<file path="config.mk">
export PLATFORM = sky130hd
export DESIGN_NAME = lsu_mem_ctrl_flat
export DESIGN_NICKNAME = d
export VERILOG_FILES = /design/src/rtl/lsu_pkg.sv /design/src/rtl/lsu_mem_ctrl_if.sv /design/src/rtl/lsu_align_check.sv /design/src/rtl/lsu_mem_ctrl.sv /design/src/flat_wrapper.sv
export SDC_FILE = /design/constraint.sdc
export NUM_CORES = 1
export LEC_CHECK = 0
export ABC_AREA = 1
export CORE_MARGIN = 3
export CORE_UTILIZATION = 45
export DETAILED_ROUTE_END_ITERATION = 8
export DONT_BUFFER_PORTS = 1
export GPL_ROUTABILITY_DRIVEN = 1
export SLEW_MARGIN = 5
export SYNTH_ARGS = -nofsm -noshare
export SYNTH_HDL_FRONTEND = slang
export SYNTH_SLANG_ARGS = --single-unit
export TNS_END_PERCENT = 10
</file>
<file path="constraint.sdc">
create_clock -name clk -period 1.6 [get_ports clk]
set_input_delay 0.24 -clock clk [delete_from_list [all_inputs] [get_ports clk]]
set_output_delay 0.24 -clock clk [all_outputs]
set_load 0.05 [all_outputs]
</file>
<file path="src/rtl/lsu_pkg.sv">
// rtl/lsu_pkg.sv - funct3 constants, memory access-type codes and LSU FSM states
package lsu_pkg;

  localparam logic [2:0] F3_B  = 3'b000;
  localparam logic [2:0] F3_H  = 3'b001;
  localparam logic [2:0] F3_W  = 3'b010;
  localparam logic [2:0] F3_BU = 3'b100;
  localparam logic [2:0] F3_HU = 3'b101;

  localparam logic [2:0] LT_LB  = 3'b000;
  localparam logic [2:0] LT_LBU = 3'b001;
  localparam logic [2:0] LT_LH  = 3'b010;
  localparam logic [2:0] LT_LHU = 3'b011;
  localparam logic [2:0] LT_LW  = 3'b100;

  localparam logic [1:0] ST_SB = 2'b00;
  localparam logic [1:0] ST_SH = 2'b01;
  localparam logic [1:0] ST_SW = 2'b10;

  typedef enum logic [1:0] {
    S_IDLE   = 2'd0,
    S_ACCESS = 2'd1,
    S_RESP   = 2'd2
  } state_t;

endpackage

</file>
<file path="src/rtl/lsu_mem_ctrl_if.sv">
// rtl/lsu_mem_ctrl_if.sv - pipeline-side request/response bundle of the load/store unit
interface lsu_mem_ctrl_if #(
  parameter int ADDR_W = 8
) ();
  logic              req_valid;
  logic              req_ready;
  logic              req_is_store;
  logic [2:0]        req_funct3;
  logic [ADDR_W-1:0] req_addr;
  logic [31:0]       req_wdata;
  logic              resp_valid;
  logic [31:0]       resp_rdata;
  logic              resp_misaligned;
  logic              resp_illegal;

  modport master (
    output req_valid, req_is_store, req_funct3, req_addr, req_wdata,
    input  req_ready, resp_valid, resp_rdata, resp_misaligned, resp_illegal
  );

  modport slave (
    input  req_valid, req_is_store, req_funct3, req_addr, req_wdata,
    output req_ready, resp_valid, resp_rdata, resp_misaligned, resp_illegal
  );
endinterface

</file>
<file path="src/rtl/lsu_align_check.sv">
// rtl/lsu_align_check.sv - funct3 decode to memory access types, byte count and error flags
module lsu_align_check
  import lsu_pkg::*;
(
  input  logic       is_store,
  input  logic [2:0] funct3,
  input  logic [1:0] addr_lo,
  output logic [2:0] load_type,
  output logic [1:0] store_type,
  output logic [2:0] nbytes,
  output logic       illegal,
  output logic       misaligned
);

  always_comb begin
    load_type  = LT_LB;
    store_type = ST_SB;
    nbytes     = 3'd1;
    illegal    = 1'b0;
    if (is_store) begin
      case (funct3)
        F3_B:    store_type = ST_SB;
        F3_H:    begin store_type = ST_SH; nbytes = 3'd2; end
        F3_W:    begin store_type = ST_SW; nbytes = 3'd4; end
        default: illegal = 1'b1;
      endcase
    end else begin
      case (funct3)
        F3_B:    load_type = LT_LB;
        F3_BU:   load_type = LT_LBU;
        F3_H:    begin load_type = LT_LH;  nbytes = 3'd2; end
        F3_HU:   begin load_type = LT_LHU; nbytes = 3'd2; end
        F3_W:    begin load_type = LT_LW;  nbytes = 3'd4; end
        default: illegal = 1'b1;
      endcase
    end
    // Illegal wins, so an illegal request never also reports misalignment.
    misaligned = !illegal && ((nbytes == 3'd2 && addr_lo[0]) ||
                              (nbytes == 3'd4 && addr_lo != 2'b00));
  end

endmodule

</file>
<file path="src/rtl/lsu_mem_ctrl.sv">
// rtl/lsu_mem_ctrl.sv - load/store initiator between MEM stage and byte-addressed data memory
// Optional LSU_MISALIGN_SPLIT_EN: misaligned accesses run as sequential byte sub-accesses.
module lsu_mem_ctrl
  import lsu_pkg::*;
#(
  parameter int ADDR_W      = 8,
  parameter int WAIT_CYCLES = 0
) (
  input  logic              clk,
  input  logic              rst_n_i,
  lsu_mem_ctrl_if.slave     bus,
  output logic              mem_rd_en_o,
  output logic              mem_wr_en_o,
  output logic [ADDR_W-1:0] mem_addr_o,
  output logic [31:0]       mem_wr_data_o,
  output logic [2:0]        mem_load_type_o,
  output logic [1:0]        mem_store_type_o,
  input  logic [31:0]       mem_rd_data_i
);

`ifdef LSU_MISALIGN_SPLIT_EN
  localparam logic SPLIT_EN = 1'b1;
`else
  localparam logic SPLIT_EN = 1'b0;
`endif
  localparam logic [3:0] WAIT_LAST = 4'(WAIT_CYCLES);

  state_t            state_q, state_d;
  logic              is_store_q, illegal_q, misal_q, split_q;
  logic [2:0]        load_type_q;
  logic [1:0]        store_type_q, byte_idx_q, last_idx_q;
  logic [ADDR_W-1:0] addr_q;
  logic [31:0]       wdata_q, rdata_q, rdata_final;
  logic [3:0]        wait_q;

  logic [2:0] dec_load_type, dec_nbytes;
  logic [1:0] dec_store_type;
  logic       dec_illegal, dec_misal;
  logic       accept, access_last, sub_more;

  lsu_align_check u_align_check (
    .is_store   (bus.req_is_store),
    .funct3     (bus.req_funct3),
    .addr_lo    (bus.req_addr[1:0]),
    .load_type  (dec_load_type),
    .store_type (dec_store_type),
    .nbytes     (dec_nbytes),
    .illegal    (dec_illegal),
    .misaligned (dec_misal)
  );

  assign accept      = (state_q == S_IDLE) && bus.req_valid;
  assign access_last = (state_q == S_ACCESS) && (wait_q == WAIT_LAST);
  assign sub_more    = split_q && (byte_idx_q != last_idx_q);
  // Split loads assemble raw bytes; LH sign extension happens once all bytes are in.
  assign rdata_final = (split_q && load_type_q == LT_LH) ?
                       {{16{rdata_q[15]}}, rdata_q[15:0]} : rdata_q;

  always_ff @(posedge clk or negedge rst_n_i) begin
    if (!rst_n_i) state_q <= S_IDLE;
    else          state_q <= state_d;
  end

  always_comb begin
    state_d              = state_q;
    bus.req_ready        = 1'b0;
    bus.resp_valid       = 1'b0;
    bus.resp_rdata       = 32'h0;
    bus.resp_misaligned  = 1'b0;
    bus.resp_illegal     = 1'b0;
    mem_rd_en_o          = 1'b0;
    mem_wr_en_o          = 1'b0;
    mem_addr_o           = '0;
    mem_wr_data_o        = 32'h0;
    mem_load_type_o      = 3'b000;
    mem_store_type_o     = 2'b00;
    case (state_q)
      S_IDLE: begin
        bus.req_ready = 1'b1;
        if (bus.req_valid)
          state_d = (dec_illegal || (dec_misal && !SPLIT_EN)) ? S_RESP : S_ACCESS;
      end
      S_ACCESS: begin
        mem_rd_en_o      = !is_store_q;
        mem_wr_en_o      = is_store_q && (wait_q == WAIT_LAST);
        mem_addr_o       = addr_q + ADDR_W'(byte_idx_q);
        mem_load_type_o  = split_q ? LT_LBU : load_type_q;
        mem_store_type_o = split_q ? ST_SB : store_type_q;
        mem_wr_data_o    = split_q ? {24'h0, wdata_q[{byte_idx_q, 3'b000} +: 8]} : wdata_q;
        if (access_last && !sub_more) state_d = S_RESP;
      end
      S_RESP: begin
        bus.resp_valid      = 1'b1;
        bus.resp_rdata      = rdata_final;
        bus.resp_misaligned = misal_q;
        bus.resp_illegal    = illegal_q;
        state_d             = S_IDLE;
      end
      default: state_d = S_IDLE;
    endcase
  end

  always_ff @(posedge clk or negedge rst_n_i) begin
    if (!rst_n_i) begin
      is_store_q   <= 1'b0;
      illegal_q    <= 1'b0;
      misal_q      <= 1'b0;
      split_q      <= 1'b0;
      load_type_q  <= 3'b000;
      store_type_q <= 2'b00;
      byte_idx_q   <= 2'b00;
      last_idx_q   <= 2'b00;
      addr_q       <= '0;
      wdata_q      <= 32'h0;
      rdata_q      <= 32'h0;
      wait_q       <= 4'h0;
    end else if (accept) begin
      is_store_q   <= bus.req_is_store;
      illegal_q    <= dec_illegal;
      misal_q      <= dec_misal && !SPLIT_EN;
      split_q      <= dec_misal && SPLIT_EN;
      load_type_q  <= dec_load_type;
      store_type_q <= dec_store_type;
      byte_idx_q   <= 2'b00;
      last_idx_q   <= (dec_misal && SPLIT_EN) ? 2'(dec_nbytes - 3'd1) : 2'b00;
      addr_q       <= bus.req_addr;
      wdata_q      <= bus.req_wdata;
      rdata_q      <= 32'h0;
      wait_q       <= 4'h0;
    end else if (state_q == S_ACCESS) begin
      if (!access_last) begin
        wait_q <= wait_q + 4'h1;
      end else begin
        wait_q <= 4'h0;
        if (!is_store_q) begin
          if (split_q) rdata_q[{byte_idx_q, 3'b000} +: 8] <= mem_rd_data_i[7:0];
          else         rdata_q <= mem_rd_data_i;
        end
        if (sub_more) byte_idx_q <= byte_idx_q + 2'd1;
      end
    end
  end

endmodule

</file>
<file path="src/flat_wrapper.sv">
// flat-port wrapper written by rule: the top's interface ports become plain ports
module lsu_mem_ctrl_flat import lsu_pkg::*;
#(
  parameter int ADDR_W      = 8,
  parameter int WAIT_CYCLES = 0
)
  (clk, rst_n_i, mem_rd_en_o, mem_wr_en_o, mem_addr_o, mem_wr_data_o, mem_load_type_o, mem_store_type_o, mem_rd_data_i, bus_req_valid, bus_req_is_store, bus_req_funct3, bus_req_addr, bus_req_wdata, bus_req_ready, bus_resp_valid, bus_resp_rdata, bus_resp_misaligned, bus_resp_illegal);
  lsu_mem_ctrl_if #(.ADDR_W(ADDR_W)) bus_i ();
  input  logic clk;
  input  logic rst_n_i;
  output logic mem_rd_en_o;
  output logic mem_wr_en_o;
  output logic [ADDR_W-1:0] mem_addr_o;
  output logic [31:0] mem_wr_data_o;
  output logic [2:0] mem_load_type_o;
  output logic [1:0] mem_store_type_o;
  input  logic [31:0] mem_rd_data_i;
  input wire logic [$bits(bus_i.req_valid)-1:0] bus_req_valid;
  input wire logic [$bits(bus_i.req_is_store)-1:0] bus_req_is_store;
  input wire logic [$bits(bus_i.req_funct3)-1:0] bus_req_funct3;
  input wire logic [$bits(bus_i.req_addr)-1:0] bus_req_addr;
  input wire logic [$bits(bus_i.req_wdata)-1:0] bus_req_wdata;
  output wire logic [$bits(bus_i.req_ready)-1:0] bus_req_ready;
  output wire logic [$bits(bus_i.resp_valid)-1:0] bus_resp_valid;
  output wire logic [$bits(bus_i.resp_rdata)-1:0] bus_resp_rdata;
  output wire logic [$bits(bus_i.resp_misaligned)-1:0] bus_resp_misaligned;
  output wire logic [$bits(bus_i.resp_illegal)-1:0] bus_resp_illegal;
  assign bus_i.req_valid = bus_req_valid;
  assign bus_i.req_is_store = bus_req_is_store;
  assign bus_i.req_funct3 = bus_req_funct3;
  assign bus_i.req_addr = bus_req_addr;
  assign bus_i.req_wdata = bus_req_wdata;
  assign bus_req_ready = bus_i.req_ready;
  assign bus_resp_valid = bus_i.resp_valid;
  assign bus_resp_rdata = bus_i.resp_rdata;
  assign bus_resp_misaligned = bus_i.resp_misaligned;
  assign bus_resp_illegal = bus_i.resp_illegal;
  lsu_mem_ctrl #(.ADDR_W(ADDR_W), .WAIT_CYCLES(WAIT_CYCLES)) u_core (.clk(clk), .rst_n_i(rst_n_i), .bus(bus_i), .mem_rd_en_o(mem_rd_en_o), .mem_wr_en_o(mem_wr_en_o), .mem_addr_o(mem_addr_o), .mem_wr_data_o(mem_wr_data_o), .mem_load_type_o(mem_load_type_o), .mem_store_type_o(mem_store_type_o), .mem_rd_data_i(mem_rd_data_i));
endmodule
</file>
# Word-level counts from Yosys, hierarchy flattened
# Index checks and enable logic that the tools add are counted.
# op_classes
n_addsub	2
n_mul	0
div	0
order_cmp	0
n_eq_ne	11
shifts	0
mux	33
bitwise_logic	0
n_reduce_logical	22
# op_table
cell	count
$mux W32	6
$mux W2	6
$mux W4	3
$pmux W3 S2	2
$pmux W3 S4	1
$eq A3 B3 Y1 const B	3
$mux W1	9
$mux W3	3
$add A8 B2 Y8	1
$mux W8	1
$pmux W2 S2	2
$eq A3 B2 Y1 const B	2
$logic_and A1 B1 Y1	6
$ne A2 B2 Y1 const B	3
$reduce_and A3 Y1	2
$reduce_bool A2 Y1	3
$reduce_or A5 Y1	1
$add A4 B1 Y4 const B	1
$logic_not A4 Y1	1
$eq A3 B1 Y1 const B	1
$logic_not A3 Y1	1
$reduce_or A3 Y1	1
$eq A2 B1 Y1 const B	1
$eq A2 B2 Y1 const B	1
other kinds (5)	7
# totals
register_bits	88
latchBits	0
ram_bits	0
romBits	0
in_bits	79
output_inout_bits	83
n_memories	0

# Longest topological paths before layout
# Gate-level depths: netlist of run 1.
# depth
word_depth	12
depth_mapped	8
depth_no_buf	7

# Modules after synthesis
# A second synthesis of run 1 with hierarchy kept.
# hier_totals
cells_unflattened	531
area_unflattened_um2	4320.4
# by_module_without_submodules
mod	instances	cells_each	area_each_um2	seq_area_each_um2
lsu_mem_ctrl	1	510	4222.8	2152.1
lsu_align_check	1	21	97.6	0.0

# Worst setup path before layout of run 1
# Ideal clock, no wire load.
# synth_timing
path_type	reg2out
startpoint	register u_core.state_q[0]
endpoint	output port bus_resp_rdata[21]
arrival_ps	2177
t_required_ps	1360
setup_slack_ps	-817
path_stages_with_launch	5
n_path_buf	1
cell_sequence	dfrtp_1 > nor2_1 > inv_2 > clkbuf_1 > nor2_1
# synth_between
elab_chain_len	2
# synth_lines
item	line	source
from (decl)	lsu_mem_ctrl.sv:28	state_t state_q, state_d;
from (signal assigned)	lsu_mem_ctrl.sv:61	else state_q <= state_d;
$eq A2 B2 Y1	lsu_mem_ctrl.sv:77	case (state_q)
$mux W32	lsu_mem_ctrl.sv:77	
to (decl)	flat_wrapper.sv:25	output wire logic [$bits(bus_i.resp_rdata)-1:0] bus_resp_rdata;
# Every way passes these cells.

# Final worst setup path of run 1
# layout_timing
startpoint	register u_core.state_q[1]
endpoint	output port mem_wr_data_o[28]
# layout_between
elab_chain_len	2
# layout_lines
item	line	source
$eq A2 B1 Y1	lsu_mem_ctrl.sv:77	
$mux W32	lsu_mem_ctrl.sv:77	
to (decl)	flat_wrapper.sv:14	output logic [31:0] mem_wr_data_o;
# Every way passes these cells.

==> impl_results.md, run 1 <==
- Final Hold Vio Count: 86
- Max Clk Rate: 0.5705 GHz
- Critical path startpoint category: flop
- DP Worst Slack: around 130 ps
- CTS root buffer: clkbuf_8
- Dpl cell area: a little under 5000 sq um
- Outcome: finished, violations left
- Ys Warns: 0
- Main flop type after synthesis: dfrtp_1
- Fin crit period: 1753 ps
- Port Buffer Count: 0
- CTS clk-pin slew, worst paths: roughly 90 ps
- Kind of cell adding the most delay to the critical path: buffers and inverters
- Drt total wl: about 10000 um
- Initial DRC count: about 100
- Async SR Flop Fraction: between 90% and 100%
- Tcrit/Tclk final: 109.5%
- First-pass GRT wire length: 16500 um
- Ant. Diodes: 0
- Area of the die: 9947 sq um
- Max cap viols: 0
- Num rows: 33
- Starting Density: between 40 and 50%
- Slew Viols, Final: 0
- Clock Latency Late Sink: approximately 340 ps
- GPL Wtd Cong: 0.7571
- Nets@finish: 654
- Final setup viols: 81
- Post-synthesis register bit count: 86
- HPWL Detailed: 6621 um
- Post-Syn Area: 3954 sq um
- CTS sink count: 86
- Hold_ws: -418.3 ps
- CTS max path bufs: 2
- Vias per inst: 4.974
- Critical Path, Cell by Cell: inv_2 -> nand2_8 -> buf_16 -> nor2_1 -> buf_6
- WS Path Type: flop to primary output
- Hold Path Class: primary input to asynchronous set/reset pin
- CP max-delay cell: dfrtp_1
- Initial antenna violation count: 0
- CTS buffer count: 9
- H-Tree Depth: 3
- Core area: about 8400 sq um
- CP Capture Type: primary output
- Wirelength per Cell: 15.29 um
- CP peak stage delay: 400 ps
- Sequential area share after synthesis: 54.43%
- RSZ-0062 raised after global routing: true
- Critical Path AT: 1510 ps
- CTS tree: done
- Leak: 2.666 nW
- Post-synth EDFFs: 0
- Vias: 3397
- GRT overflow: 0
- Failing checks: negative hold slack, negative setup slack
- Max_slew headroom: ~84%
- Vias in the first global route: 3516
- Syn Area/Cell: 8.135 sq um
- Syn Nets: 567
- Post-synth cell types: 22
- Die Ht: 99.74 um
- Power density cells: 1139 nW/um^2
- Mapped Cells: 486
- Tot Pwr: 6.779 mW
- Final worst slack: -152.8 ps
- Tot GR Track Use: 20.66%
- Die extent in x: 99.74 um
- Area added between synthesis and finish: 50.54%
- DR DRC count: 0
- I/O pin cnt: 162
- Setup_tns: -8878 ps
- Largest net degree at the start of global routing: a little under 90
- Clk_skew: 8.168 ps
- DRT Pass-1 Iters: 4
- Buffer and inverter count on the worst path: 3
- Worst-Margin Slew: 242.1 ps
- Ratio of cells with drive above 1 in the final layout: 36.33%
- Cell area after layout: 5952 sq um
- CP max FO: 8
- Worst EP required: 1360 ps
- DRT antenna net count: 0
- Worst VDD drop: 0.6196 mV
-- layer usage --
layer | up-vias | GRT usage [%] | share of wire (%) | wire [um]
li1 | 1663 | - | - | -
met5 | - | 0 | 0 | 0
met1 | 1606 | 27.55 | 42 | 4436
met3 | 16 | 4.979 | 6.4 | 671
met4 | 0 | 6.092 | 1.4 | 142
met2 | 112 | 33.56 | 50 | 5195
-- logic make-up (layout without fill, tap and decap cells) --
logic type	Yosys count	after routing	share of synthesized area [%]
XOR/XNOR	2	2	0.4431
buffers and inverters	124	216	13.83
adder cells (fa/ha/maj)	2	2	0.6328
flip-flops	86	86	54.43
AND/OR/NAND/NOR	186	186	19.65
AO/OA/AOI/OAI	86	86	11.01
-- cells in the mapped netlist (2+ instances only) --
library cell	instances	area share (%)
nand2_1	54	5.1
buf_6	8	2.3
o21ai_1	50	6.3
inv_2	3	0.28
inv_1	94	8.9
nand2_2	3	0.47
o21ai_0	32	4.1
nand3_1	39	4.9
nor2_2	2	0.32
nor2_1	84	8.0
dfrtp_1	86	54
o22ai_1	4	0.63
ha_1	2	0.63
clkbuf_1	4	0.38
buf_2	14	1.8
-- cells in the final DEF, fill, tap and decap left out, types with 4 or more instances in the layout --
cell,netlist,routed
buf_8,0,5
o21ai_0,32,30
buf_12,0,17
nand3_1,39,39
nor2_1,84,10
dfrtp_1,86,85
o21ai_1,50,52
nor2_2,2,32
buf_4,1,13
inv_2,3,5
buf_6,8,63
nand2_1,54,52
nor2_4,1,45
clkbuf_8,0,10
buf_16,0,4
inv_1,94,91
-- state kept, by name (all words and copies together), names as in the netlist --
register and count:
u_core.addr_q 8, u_core.illegal_q 1, u_core.is_store_q 1, u_core.load_type_q 3
u_core.misal_q 1, u_core.rdata_q 32, u_core.state_q 2, u_core.store_type_q 2
u_core.wait_q 4, u_core.wdata_q 32
-- timing repair --
action,CTS,global route
endpoints found under the hold margin,86,86
endpoints found under the setup margin,80,82
pin swaps,7,3
gates resized for setup,100,69
buffers inserted,6,1
gates cloned,4,1
-- worst register-to-register path, cell delays in order (launching register included) --
cell	delay, ps
dfrtp_2	450
buf_4	140
buf_4	130
nor2_4	90
nand2_2	90
inv_2	90
buf_12	240
nand2_1	100
o21ai_0	110
-- worst paths after layout --
path	start	endpoint	slack, ps	cells after the start
setup / recovery	u_core.state_q[1]$_DFFE_PN0P_	mem_wr_data_o[28]	-150	5
hold reg to reg	u_core.addr_q[0]$_DFFE_PN0P_	u_core.addr_q[0]$_DFFE_PN0P_	490	2
hold / removal	rst_n_i	u_core.rdata_q[30]$_DFFE_PN0P_	-420	0
setup reg to reg	u_core.state_q[0]$_DFFE_PN0P_	u_core.wdata_q[7]$_DFFE_PN0P_	80	8
max in group asynchronous	rst_n_i	u_core.wait_q[2]$_DFFE_PN0P_	1880	0
min in group clk	bus_req_wdata[19]	u_core.wdata_q[19]$_DFFE_PN0P_	20	2
-- final cells by class --
type	instances	area [sq um]
Fill cell	621	2430
Sequential cell	86	2153
Multi-Input combinational cell	276	1695
Timing Repair Buffer	103	1358
Inverter	97	366.6
Clock buffer	11	141.4
Tap cell	105	131.4
Clock inverter	5	106.4
-- stage by stage --
stage | utilization (%) | cells
after floorplan | - | 486
after global placement | 58.74 | 655
after detailed placement | 58.74 | 655
after CTS | 67.46 | 681
after global routing | 71.01 | 683
final | 71.01 | 683
-- power breakdown --
group          internal, mW  switching (mW)
combinational         0.744            1.48
clock                  1.08           0.752
sequential             2.59           0.134
total                  4.42            2.36
Note: power is estimated with default switching activity, not from simulation.
==> inputs of run 2 (changes only) <==
--- a/config.mk
+++ b/config.mk
@@ -9,6 +9,6 @@
 export CORE_MARGIN = 3
-export CORE_UTILIZATION = 45
+export CORE_UTILIZATION = 43
 export DETAILED_ROUTE_END_ITERATION = 8
-export DONT_BUFFER_PORTS = 1
 export GPL_ROUTABILITY_DRIVEN = 1
+export PLACE_DENSITY = 0.8
 export SLEW_MARGIN = 5
--- a/constraint.sdc
+++ b/constraint.sdc
@@ -3,2 +3,2 @@
 set_output_delay 0.24 -clock clk [all_outputs]
-set_load 0.05 [all_outputs]
+set_load 0.01 [all_outputs]
==> impl_results.md, run 2 (synthesis gave the netlist of run 1 again) <==
- Vias in the first global route: 3654 (+3.9%)
- Fin crit period: 1710 ps (-42.79 ps)
- CP max-delay cell: dfrtp_2
- Critical path startpoint category: flop
- H-Tree Depth: 3 (unchanged)
- R2R Path Start: u_core.state_q[1]$_DFFE_PN0P_
- Commonest non-fill, non-tap cell in the layout: inv_1
- Commonest cells after routing, fill and taps aside: inv_1, dfrtp_1, clkdlybuf4s50_1, buf_2, nand2_1
- Worst VDD drop: 0.5733 mV (-7.5%)
- Hold_ws: 345.8 ps (+764.1 ps)
- Initial antenna violation count: 0 (unchanged)
- Die extent in x: 101.9 um (+2.2%)
- Max cap viols: 0 (unchanged)
- GRT overflow: 0 (unchanged)
- Dpl cell area: 5771 sq um (+17%)
- Num rows: 34 (+3.0%)
- Vias: 3799 (+12%)
- Clk_skew: 8.108 ps (-0.06006 ps)
- Met2 Wirelength: 5571 um (+7.2%)
- Failing checks: negative setup slack
- Largest net degree at the start of global routing: 47 (-46%)
- CTS root buffer: clkbuf_8
- Clock Latency Late Sink: 340 ps (about the same)
- Vias per inst: 4.883 (-1.8%)
- HPWL Detailed: 7855 um (+19%)
- Placed instance count: 752 (+15%)
- Cells on worst reg2reg path: 9 (+1)
- Cell Int Power: 4.247 mW (-3.9%)
- CTS max path bufs: 2 (unchanged)
- I/O pin cnt: 162 (unchanged)
- Clock share of power: 26.9% (-0.2 points)
- Final Hold Vio Count: 0 (-100%)
- CP peak stage delay: 480 ps (+80 ps)
- Switching share of power: 30.27% (-4.6 points)
- Final Util: 67.42% (-3.6 points)
- Reg2reg setup slack: -10 ps (-90 ps)
- Tot GR Track Use: 20.68% (+0.021 points)
- CP max FO: 12 (+4)
- Core area: 8806 sq um (+5.1%)
- M1 wire length: 4692 um (+5.8%)
- CP startpoint: u_core.state_q[0]$_DFFE_PN0P_
- Initial DRC count: 114 (+13%)
- CTS clk-pin slew, worst paths: 80 ps (about the same)
- Power density cells: 1026 nW/um^2 (-9.9%)
- RSZ-0062 raised after global routing: true
- DRT Pass-1 Iters: 4 (unchanged)
- Starting Density: 44.90% (-2.3 points)
- Max Clk Rate: 0.5848 GHz (+2.5%)
- Outcome: finished, violations left
- Max_slew headroom: 77.22% (-6.6 points)
- Wirelength per Cell: 14.72 um (-3.8%)
- CTS tree: done
- Tcrit/Tclk final: 106.9% (-2.7 points)
- Top Layer Used: met4
- Port Buffer Count: 161 (+161)
- Leak: 2.931 nW (+10%)
- Area of the die: 10380 sq um (+4.4%)
- Tot Pwr: 6.091 mW (-10%)
- Slew Viols, Final: 0 (unchanged)
- Buffer and inverter count on the worst path: 3 (unchanged)
- Part of the power in combinational logic: 28.4% (-4.3 points)
- Cell area after layout: 5937 sq um (-0.25%)
- DRT antenna net count: 0 (unchanged)
- Ant. Diodes: 0 (unchanged)
- Worst-Margin Slew: 341.7 ps (+99.63 ps)
- Die Ht: 101.9 um (+2.2%)
- Nets@finish: 746 (+14%)
- CTS sink count: 86 (unchanged)
- Hold Path Class: primary input to asynchronous set/reset pin
- Final Non-Filler Cells: 778 (+14%)
- CTS buffer count: 9 (unchanged)
- WS Path Type: flop to primary output
- Worst EP required: 1360 ps (about the same)
- Critical Path, Cell by Cell: nor2_4 -> inv_4 -> clkbuf_16 -> nor2_1 -> buf_2
- Ratio of cells with drive above 1 in the final layout: 27.61% (-8.7 points)
- Met3 WL: 1016 um (+51%)
- Top flop regs: u_core.rdata_q: 32 flops, u_core.wdata_q: 32 flops, u_core.addr_q: 8 flops
- Reg2reg end: u_core.rdata_q[18]$_DFFE_PN0P_
- DR DRC count: 0 (unchanged)
- CP Capture Type: primary output
- Number of fill cells: 725 (+17%)
- GPL Wtd Cong: 0.8377 (+11%)
- Area added between synthesis and finish: 50.16%
- Drt total wl: 11450 um (+9.6%)
- Final setup viols: 72 (-11%)
- Critical Path AT: 1470 ps (-40 ps)
- Sequential cell fraction of total power: 44.7% (+4.5 points)
- Final worst slack: -110.0 ps (+42.79 ps)
- P_sw: 1.844 mW (-22%)
- Kind of cell adding the most delay to the critical path: flip-flops
- First-pass GRT wire length: 16840 um (+2.1%)
==> run 2: worst register-to-register path, delay by kind of cell, from the launching register on <==
| family | cells | cell delay, ps |
|---|---|---|
| DFF | 1 | 390 |
| buffers and inverters | 4 | 610 |
| and+or+nand+nor | 4 | 390 |
| AOI/OAI and AO/OA | 1 | 100 |
==> run 2: timing repair <==
action                                  in CTS  in global routing
hold buffers                                 1                  0
pin swaps                                    1                  1
resized for setup                          291                108
cloned                                       0                  5
hold endpoints to repair                    25                  0
setup buffers                                2                  2
endpoints found under the setup margin      85                122
==> run 2: final cells by class <==
| class | instances | area (sq um) | share of cell area (%) |
|---|---|---|---|
| timing repair buffer | 195 | 1662 | 27.99 |
| tap | 108 | 135.1 | 2.276 |
| clock buffer | 13 | 148.9 | 2.508 |
| clock inverter | 3 | 67.56 | 1.138 |
| multi-input combinational | 276 | 1401 | 23.60 |
| inverter | 97 | 369.1 | 6.217 |
| sequential | 86 | 2153 | 36.27 |
==> run 2: metrics by stage <==
step	setup WS [ps]	setup TNS [ps]
after global routing	-177.2	-12820
after detailed placement	-142.1	-4469
final	-110.0	-2952
after floorplan	227.5	0
after global placement	-88.05	-3218
after CTS	-182.8	-4626
==> run 2: how the worst max path moves through the flow <==
stage,to,cells after the start
2_1_floorplan,bus_resp_rdata[21],4
3_3_place_gp,bus_resp_misaligned,4
3_5_place_dp,bus_resp_rdata[0],5
4_1_cts,mem_wr_en_o,5
5_1_grt,mem_rd_en_o,5
6_report,bus_resp_rdata[20],5
==> run 2: power groups by stage <==
| stage | Clock, mW | Sequential (mW) | Combinational, mW |
|---|---|---|---|
| floorplan | 0 | 2.72 | 0.885 |
| global placement | 0 | 2.74 | 1.55 |
| detailed placement | 0 | 2.76 | 1.60 |
| CTS | 1.68 | 2.72 | 1.57 |
| global route | 1.76 | 2.76 | 1.92 |
| finish | 1.64 | 2.72 | 1.73 |
==> run 2: routing by layer <==
metal  track usage (%)  vias up
li1                  -     1840
met1             25.69     1786
met2             34.56      158
met3             7.167       15
met4             5.853        0
met5                 0        -
==> inputs of run 3 (changes only) <==
- RECOVER_POWER: default -> 50
==> impl_results.md, run 3 (synthesis gave the netlist of run 1 again) <==
- CP max FO: 12 (unchanged)
- DRT antenna net count: 0 (unchanged)
- HPWL Detailed: 7855 um (unchanged)
- CTS max path bufs: 2 (unchanged)
- Max cap viols: 0 (unchanged)
- Vias per inst: 4.891 (+0.16%)
- Vias: 3805 (+0.16%)
- Core area: 8806 sq um (unchanged)
- Largest net degree at the start of global routing: 47 (unchanged)
- CTS buffer count: 9 (unchanged)
- Starting Density: 44.90% (unchanged)
- I/O pin cnt: 162 (unchanged)
- CTS sink count: 86 (unchanged)
- DRT Pass-1 Iters: 4 (unchanged)
- Worst EP required: 1360 ps (about the same)
- P_sw: 1.845 mW (about the same)
- Final Hold Vio Count: 0 (unchanged)
- Slew Viols, Final: 0 (unchanged)
- Clock Latency Late Sink: 350 ps (about the same)
- Setup_tns: -3123 ps (-171.5 ps)
- Tot GR Track Use: 20.68% (unchanged)
- Initial DRC count: 98 (-14%)
- CP max-delay cell: dfrtp_2
- Critical Path AT: 1470 ps (about the same)
- Num rows: 34 (unchanged)
- Part of the power in combinational logic: 28.4% (about the same)
- GPL Wtd Cong: 0.8377 (unchanged)
- First-pass GRT wire length: 16840 um (unchanged)
- CP peak stage delay: 480 ps (about the same)
- Buffer and inverter count on the worst path: 3 (unchanged)
- Fin crit period: 1713 ps (+3.347 ps)
- RSZ-0062 raised after global routing: true
- Nets@finish: 746 (unchanged)
- GRT overflow: 0 (unchanged)
- Max Clk Rate: 0.5837 GHz (-0.20%)
- CTS clk-pin slew, worst paths: 80 ps (about the same)
- CP Capture Type: primary output
- Sequential cell fraction of total power: 44.7% (about the same)
- Area added between synthesis and finish: 49.81%
- WS Path Type: flop to primary output
- Commonest non-fill, non-tap cell in the layout: inv_1
- Switching share of power: 30.31% (+0.038 points)
- Dpl cell area: 5771 sq um (unchanged)
- Failing checks: negative setup slack
- Final setup viols: 77 (+6.9%)
- Port Buffer Count: 161 (unchanged)
- DR DRC count: 0 (unchanged)
- Worst VDD drop: 0.5739 mV (about the same)
- Kind of cell adding the most delay to the critical path: flip-flops
- Clock share of power: 26.9% (about the same)
- Drt total wl: 11470 um (+0.13%)
- Tot Pwr: 6.088 mW (about the same)
- H-Tree Depth: 3 (unchanged)
- Commonest cells after routing, fill and taps aside: inv_1, dfrtp_1, clkdlybuf4s50_1, buf_2, nand2_1
- Worst-Margin Slew: 633.7 ps (+291.9 ps)
- Leak: 2.927 nW (-0.16%)
- Clk_skew: 8.236 ps (+0.1284 ps)
- Cell area after layout: 5923 sq um (-0.23%)
- Ratio of cells with drive above 1 in the final layout: 27.61% (unchanged)
- Vias in the first global route: 3654 (unchanged)
- Cell Int Power: 4.243 mW (-0.10%)
- CTS root buffer: clkbuf_8
- Wirelength per Cell: 14.74 um (+0.13%)
- Final worst slack: -113.3 ps (-3.347 ps)
- Die extent in x: 101.9 um (unchanged)
- Max_slew headroom: 57.76% (-19 points)
- Area of the die: 10380 sq um (unchanged)
- Hold Path Class: primary input to flop
- Outcome: finished, violations left
- Power density cells: 1028 nW/um^2 (+0.18%)
- Initial antenna violation count: 0 (unchanged)
- Ant. Diodes: 0 (unchanged)
- Die Ht: 101.9 um (unchanged)
- Critical path startpoint category: flop
- Top flop regs: u_core.rdata_q: 32 flops, u_core.wdata_q: 32 flops, u_core.addr_q: 8 flops
- CTS tree: done
- Critical Path, Cell by Cell: nor2_4 -> inv_4 -> clkbuf_16 -> nor2_1 -> buf_2
- Tcrit/Tclk final: 107.1% (+0.21 points)
==> run 3: cell types whose count changed in the layout (fill, tap and decap cells not counted), sizes merged <==
cell    before  now
buf        111  109
clkbuf      18   20
==> run 3: area by class of cell <==
class,instances,area (sq um)
Clock buffer,13,148.9
Clock inverter,3,67.56
Fill cell,728,2883
Inverter,97,369.1
Multi-Input combinational cell,276,1401
Sequential cell,86,2153
Tap cell,108,135.1
Timing Repair Buffer,195,1648
==> run 3: tightest hold or removal path, cell delays in order <==
cell             delay, ps
clkdlybuf4s50_1        390
nand2_1                 60
o21ai_1                 50
==> run 3: routing by layer <==
metal | vias to the layer above | global-route usage (%) | share of wire, %
met4 | 0 | 5.853 | 1.5
met2 | 163 | 34.56 | 49
met5 | - | 0 | 0
li1 | 1839 | - | -
met3 | 15 | 7.167 | 9.1
met1 | 1788 | 25.69 | 41
==> run 3: per-stage QoR <==
stage | worst slack, ps | hold slack (ps) | util [%] | std cells
finish | -113.3 | 436.7 | 67.26 | 778
global route | -177.2 | 433.8 | 67.26 | 778
detailed placement | -142.1 | 174.1 | 65.53 | 752
CTS | -182.8 | 350.7 | 66.94 | 771
global placement | -88.05 | 168.8 | 65.53 | 752
floorplan | 227.5 | -55.59 | - | 486
==> run 3: path summary, 6_finish.rpt <==
path	startpoint	end	slack, ps	cells after the start
max	u_core.state_q[0]$_DFFE_PN0P_	bus_resp_rdata[20]	-110	5
min	bus_req_wdata[31]	u_core.wdata_q[31]$_DFFE_PN0P_	440	3
max reg2reg	u_core.state_q[1]$_DFFE_PN0P_	u_core.rdata_q[18]$_DFFE_PN0P_	-10	9
min reg2reg	u_core.addr_q[1]$_DFFE_PN0P_	u_core.addr_q[1]$_DFFE_PN0P_	490	2
max in group asynchronous	rst_n_i	u_core.state_q[0]$_DFFE_PN0P_	310	3
min in group asynchronous	rst_n_i	u_core.rdata_q[14]$_DFFE_PN0P_	450	2
==> run 3: what timing repair did <==
action                                  4_1_cts  5_1_grt
endpoints found under the setup margin       85      122
pin swaps                                     1        1
setup buffers                                 2        2
hold buffers                                  1        0
hold endpoints to repair                     25        0
gates cloned                                  0        5
resized for setup                           291      108
==> run 3: power groups by stage <==
stage	Combinational [mW]	Clock (mW)	Sequential, mW
detailed placement	1.60	0	2.76
CTS	1.57	1.68	2.72
global placement	1.55	0	2.74
floorplan	0.885	0	2.72
finish	1.73	1.64	2.72
global route	1.92	1.76	2.76
